[config.mk]
export PLATFORM = sky130hd
export DESIGN_NAME = time_display_driver
export DESIGN_NICKNAME = d
export VERILOG_FILES = /design/src/rtl/time_display_driver.sv
export SDC_FILE = /design/constraint.sdc
export NUM_CORES = 1
export LEC_CHECK = 0
export CAP_MARGIN = 20
export CORE_UTILIZATION = 55
export DETAILED_ROUTE_END_ITERATION = 16
export MAX_ROUTING_LAYER = met4
export PLACE_DENSITY_LB_ADDON = 0.3
export REMOVE_ABC_BUFFERS = 1
export SETUP_SLACK_MARGIN = 0.2
export SLEW_MARGIN = 10
export SYNTH_ARGS = -nofsm -noshare
export SYNTH_HDL_FRONTEND = slang
export SYNTH_SLANG_ARGS = --single-unit
[constraint.sdc]
create_clock -name clk -period 3.45 [get_ports clk]
set_input_delay 0.8625 -clock clk [delete_from_list [all_inputs] [get_ports clk]]
set_output_delay 0.8625 -clock clk [all_outputs]
set_load 0.005 [all_outputs]
[src/rtl/time_display_driver.sv]
// Four-digit multiplexed 7-segment driver showing MM.SS.
// A frame-synchronous latch feeds a sequential divide-by-10 BCD converter. Its result is
// committed to display registers that the digit scanner reads, so a frame never shows torn time.
module time_display_driver #(
  parameter int unsigned REFRESH_DIV = 50000,
  parameter bit          DP_BLINK    = 1'b1
) (
  input  logic       clk,
  input  logic       rst_n,
  input  logic [6:0] minute,
  input  logic [6:0] second,
  output logic [3:0] an,
  output logic [6:0] seg,
  output logic       dp
);

  localparam int unsigned     CntW   = $clog2(REFRESH_DIV);
  localparam logic [CntW-1:0] CntMax = CntW'(REFRESH_DIV - 1);
  // Digit code 4'hf doubles as the overflow marker and renders as a dash.
  localparam logic [3:0]      DigDash = 4'hf;

  typedef enum logic [2:0] {StIdle, StLatch, StConvMin, StConvSec, StCommit} state_e;

  state_e          state_q, state_d;
  logic [CntW-1:0] cnt_q, cnt_d;
  logic [1:0]      idx_q, idx_d;
  logic            first_q, first_d;
  logic [6:0]      rem_q, rem_d;
  logic [6:0]      sec_hold_q, sec_hold_d;
  logic [3:0]      tens_q, tens_d;
  logic [3:0]      min_tens_q, min_tens_d, min_ones_q, min_ones_d;
  logic [3:0]      sec_tens_q, sec_tens_d, sec_ones_q, sec_ones_d;
  logic [3:0][3:0] disp_q, disp_d;
  logic            disp_dp_q, disp_dp_d;
  logic            vld_q, vld_d;
  logic [3:0]      an_q, an_d;
  logic [6:0]      seg_q, seg_d;
  logic            dp_q, dp_d;
  logic            frame_end;

  function automatic logic [6:0] seg_decode(input logic [3:0] d);
    logic [6:0] s;
    case (d)
      4'd0:    s = 7'b1000000;
      4'd1:    s = 7'b1111001;
      4'd2:    s = 7'b0100100;
      4'd3:    s = 7'b0110000;
      4'd4:    s = 7'b0011001;
      4'd5:    s = 7'b0010010;
      4'd6:    s = 7'b0000010;
      4'd7:    s = 7'b1111000;
      4'd8:    s = 7'b0000000;
      4'd9:    s = 7'b0010000;
      default: s = 7'b0111111;
    endcase
    return s;
  endfunction

  // Refresh counter and digit index advance.
  always_comb begin
    cnt_d     = (cnt_q == CntMax) ? '0 : cnt_q + CntW'(1);
    idx_d     = (cnt_q == CntMax) ? idx_q + 2'd1 : idx_q;
    frame_end = (idx_q == 2'd3) && (cnt_q == CntMax);
  end

  // Converter FSM: latch once per frame, divide each field by repeated subtraction, commit.
  always_comb begin
    state_d    = state_q;
    first_d    = first_q;
    rem_d      = rem_q;
    sec_hold_d = sec_hold_q;
    tens_d     = tens_q;
    min_tens_d = min_tens_q;
    min_ones_d = min_ones_q;
    sec_tens_d = sec_tens_q;
    sec_ones_d = sec_ones_q;
    disp_d     = disp_q;
    disp_dp_d  = disp_dp_q;
    vld_d      = vld_q;
    unique case (state_q)
      StIdle: begin
        if (first_q || frame_end) state_d = StLatch;
      end
      StLatch: begin
        rem_d      = minute;
        sec_hold_d = second;
        tens_d     = '0;
        first_d    = 1'b0;
        state_d    = StConvMin;
      end
      StConvMin: begin
        if (rem_q > 7'd99) begin
          min_tens_d = DigDash;
          min_ones_d = DigDash;
          rem_d      = sec_hold_q;
          tens_d     = '0;
          state_d    = StConvSec;
        end else if (rem_q >= 7'd10) begin
          rem_d  = rem_q - 7'd10;
          tens_d = tens_q + 4'd1;
        end else begin
          min_tens_d = tens_q;
          min_ones_d = rem_q[3:0];
          rem_d      = sec_hold_q;
          tens_d     = '0;
          state_d    = StConvSec;
        end
      end
      StConvSec: begin
        if (rem_q > 7'd99) begin
          sec_tens_d = DigDash;
          sec_ones_d = DigDash;
          state_d    = StCommit;
        end else if (rem_q >= 7'd10) begin
          rem_d  = rem_q - 7'd10;
          tens_d = tens_q + 4'd1;
        end else begin
          sec_tens_d = tens_q;
          sec_ones_d = rem_q[3:0];
          state_d    = StCommit;
        end
      end
      StCommit: begin
        disp_d    = {min_tens_q, min_ones_q, sec_tens_q, sec_ones_q};
        disp_dp_d = sec_hold_q[0];
        vld_d     = 1'b1;
        state_d   = StIdle;
      end
      default: state_d = StIdle;
    endcase
  end

  // Output decode aligned with the next counter value so the registered outputs track cnt.
  always_comb begin
    an_d  = 4'b1111;
    seg_d = 7'b1111111;
    dp_d  = 1'b1;
    if (vld_q && (cnt_d != '0)) begin
      an_d[idx_d] = 1'b0;
      seg_d       = seg_decode(disp_q[idx_d]);
      dp_d        = !(DP_BLINK && (idx_d == 2'd2) && !disp_dp_q);
    end
  end

  // State, datapath and output registers.
  always_ff @(posedge clk or negedge rst_n) begin
    if (!rst_n) begin
      state_q    <= StIdle;
      cnt_q      <= '0;
      idx_q      <= '0;
      first_q    <= 1'b1;
      rem_q      <= '0;
      sec_hold_q <= '0;
      tens_q     <= '0;
      min_tens_q <= '0;
      min_ones_q <= '0;
      sec_tens_q <= '0;
      sec_ones_q <= '0;
      disp_q     <= '0;
      disp_dp_q  <= 1'b0;
      vld_q      <= 1'b0;
      an_q       <= 4'b1111;
      seg_q      <= 7'b1111111;
      dp_q       <= 1'b1;
    end else begin
      state_q    <= state_d;
      cnt_q      <= cnt_d;
      idx_q      <= idx_d;
      first_q    <= first_d;
      rem_q      <= rem_d;
      sec_hold_q <= sec_hold_d;
      tens_q     <= tens_d;
      min_tens_q <= min_tens_d;
      min_ones_q <= min_ones_d;
      sec_tens_q <= sec_tens_d;
      sec_ones_q <= sec_ones_d;
      disp_q     <= disp_d;
      disp_dp_q  <= disp_dp_d;
      vld_q      <= vld_d;
      an_q       <= an_d;
      seg_q      <= seg_d;
      dp_q       <= dp_d;
    end
  end

  assign an  = an_q;
  assign seg = seg_q;
  assign dp  = dp_q;

endmodule

==> impl_metrics.tcl <==
set metrics [dict create \
    startpoint_type "register" \
    grt_max_degree 84 \
    final_layout_size_suffix_gt1_frac 0.189 \
    fin_crit_sh 0.816 \
    worstPathRequired_ps 3680 \
    initial_core_util 0.567 \
    synth.avg_cell_area_sq_um 11.1 \
    cts_resized 0 \
    p_int_uw 1450 \
    rows 32 \
    place_congestion 0.986 \
    diodes 0 \
    mostFrequentLayoutCell "dfrtp_1" \
    cts_buffer_depth 2 \
    ys.flop_type "dfrtp_1" \
    finalInstanceArea_sq_um 4940 \
    leakage_uw 0.00218 \
    register_area_sq_um 2170 \
    dieArea_sq_um 8320 \
    slew-limit-headroom 0.477 \
    max_freq_ghz 0.355 \
    rrSetupSlack_ps 630 \
    layout_common_cells "dfrtp_1 (73), nor2_1 (41), clkdlybuf4s50_1 (26)" \
    finalCriticalPeriod_ps 2820 \
    cts_setup_buffers 0 \
    ys_seq_area_frac 0.495 \
    finalWirelength_mm 8.20 \
    synth_async_sr_flop_share 1.00 \
    synth_cells 393 \
    overflow 0 \
    dp_hpwl_mm 5.70 \
    synthToLayoutAreaGrowth_pct 12.8 \
    p_comb_frac 0.023 \
    cts_buffers 9 \
    drt-wirelength-per-cell_um 15.7 \
    nets 441 \
    crit_type "reg -> reg" \
    path_clk_slew_ps 90 \
    synth_cell_types 66 \
    drtAntennaViolNets 0 \
    hold_class "in -> async" \
    final_util 0.639 \
    grt_pass1_wl_mm 14.4 \
    clock_latency_ps 350 \
    setup-violations-final 0 \
    clock-sinks 86 \
    fillers 604 \
    switching_share 0.205 \
    chipWidth_um 91.2 \
    htree_levels 3 \
    path_max_fanout 8 \
    multi_input_area_sq_um 2030 \
    worst_pin_slew_ps 783 \
    p_clk_frac 0.426 \
    vias_per_cell 5.94 \
    cts_root_buffer "clkbuf_8" \
    ir_worst_vdd_mv 0.260 \
    io_pins 28 \
    synth-edff-count 0 \
    hold_violations 0 \
    ys_seq_elements 86 \
    setup-tns-final_ps 0 \
    skew_ps 9.53 \
    power.total_uw 1830 \
    route.vias.total 3094 \
    r2r-start "cnt_q[0]" \
    remaining_drc_errors 0 \
    slew_viol_final 0 \
    placed_area_sq_um 4690 \
    track_usage 0.223 \
    end_kind "register" \
    seqPwrFrac 0.551 \
    antenna_found_initial 0 \
    crit_start "cnt_q[0]" \
    drt_iter0_drc 154 \
    holdBufCountCts 0 \
    fp.dieH_um 91.2 \
    switchingPower_uw 375 \
    grt_pass1_vias 2915 \
    worst-endpoint-arrival_ps 3050 \
    synth_area_sq_um 4380 \
    rsz0062_at_grt "false" \
    cts_tree "built" \
    p_per_area_nw_per_um2 370 \
    dr.pass1.iters 4 \
    io_buffers 27 \
    drv_cap 0 \
    status "finished clean" \
    core_sq_um 7730 \
    yosys_warnings 0 \
]
-- power by group through the flow --
stage	combinational, uW	sequential (uW)	clock, uW
floorplan	2.27	1030	0
global placement	38.9	1030	0
detailed placement	39.5	1030	0
CTS	39.6	1010	799
global route	47.6	1010	844
finish	41.7	1010	778
-- cells in the mapped netlist (4+ instances only) --
| library cell | count | share of area |
|---|---|---|
| xnor2_1 | 13 | 0.026 |
| nand3_1 | 13 | 0.015 |
| clkbuf_1 | 8 | 0.0069 |
| mux2i_1 | 7 | 0.016 |
| buf_2 | 9 | 0.010 |
| o31ai_1 | 4 | 0.0069 |
| inv_1 | 15 | 0.013 |
| nand4_1 | 4 | 0.0057 |
| o21ai_0 | 8 | 0.0091 |
| mux4_2 | 8 | 0.041 |
| nor2_1 | 41 | 0.035 |
| xor2_1 | 7 | 0.014 |
| a21oi_1 | 17 | 0.019 |
| nand2_1 | 17 | 0.015 |
| nor3_1 | 10 | 0.011 |
| dfrtp_1 | 73 | 0.42 |
| dfstp_2 | 13 | 0.078 |
| mux2_2 | 24 | 0.062 |
| o211ai_1 | 4 | 0.0069 |
| a31oi_1 | 6 | 0.0086 |
| o22a_1 | 8 | 0.016 |
| ha_1 | 11 | 0.031 |
-- registers in the layout (all words and copies together), names as in the netlist --
register	count
cnt_q	16
disp_q	16
rem_q	7
sec_hold_q	7
seg	7
an	4
min_ones_q	4
min_tens_q	4
sec_ones_q	4
sec_tens_q	4
tens_q	4
state_q	3
idx_q	2
disp_dp_q	1
dp	1
first_q	1
vld_q	1
-- metal layers --
layer,global-route usage,routed length (um)
met3,0.0536,315
met5,-,0
met2,0.364,4070
met1,0.285,3750
met4,0.0476,62
-- final timing paths --
kind | to | depth (start not counted)
max in group asynchronous | first_q | 2
max reg2reg | seg[0] | 9
min | cnt_q[12] | 1
min in group clk | vld_q | 1
max | seg[0] | 9
min reg2reg | vld_q | 1
-- critical path, cell delays in order (launching register included) --
cell	delay, ps
dfrtp_1	450
ha_1	280
and4b_1	230
and4_1	450
mux2i_1	430
inv_1	150
ha_1	210
or2_0	210
a21oi_1	180
o21ai_0	110
-- layout make-up --
class / count / share of cell area
inverters: 16 / 0.0122
well taps: 102 / 0.0258
clock inverters: 6 / 0.0172
flip-flops and latches: 86 / 0.439
multi-input cells: 268 / 0.411
repair buffers: 33 / 0.0674
clock buffers: 10 / 0.0279
-- logic make-up (layout without fill, tap and decap cells) --
family,after synthesis,count (layout),share of synthesized area
muxes,40,40,0.122
buffers and inverters,39,65,0.0414
adders and majority gates,11,11,0.0314
AOI/OAI and AO/OA,78,78,0.126
xor gates and xnor gates,20,20,0.0400
DFF,86,86,0.495
and+or+nand+nor,119,119,0.143
-- stage by stage --
stage	cells	hold slack [ps]	setup slack [ps]
after global routing	521	410	372
after global placement	504	454	780
after floorplan	370	436	792
after detailed placement	504	460	652
final	521	406	633
after CTS	520	479	634
(Power assumes the default switching activity.)
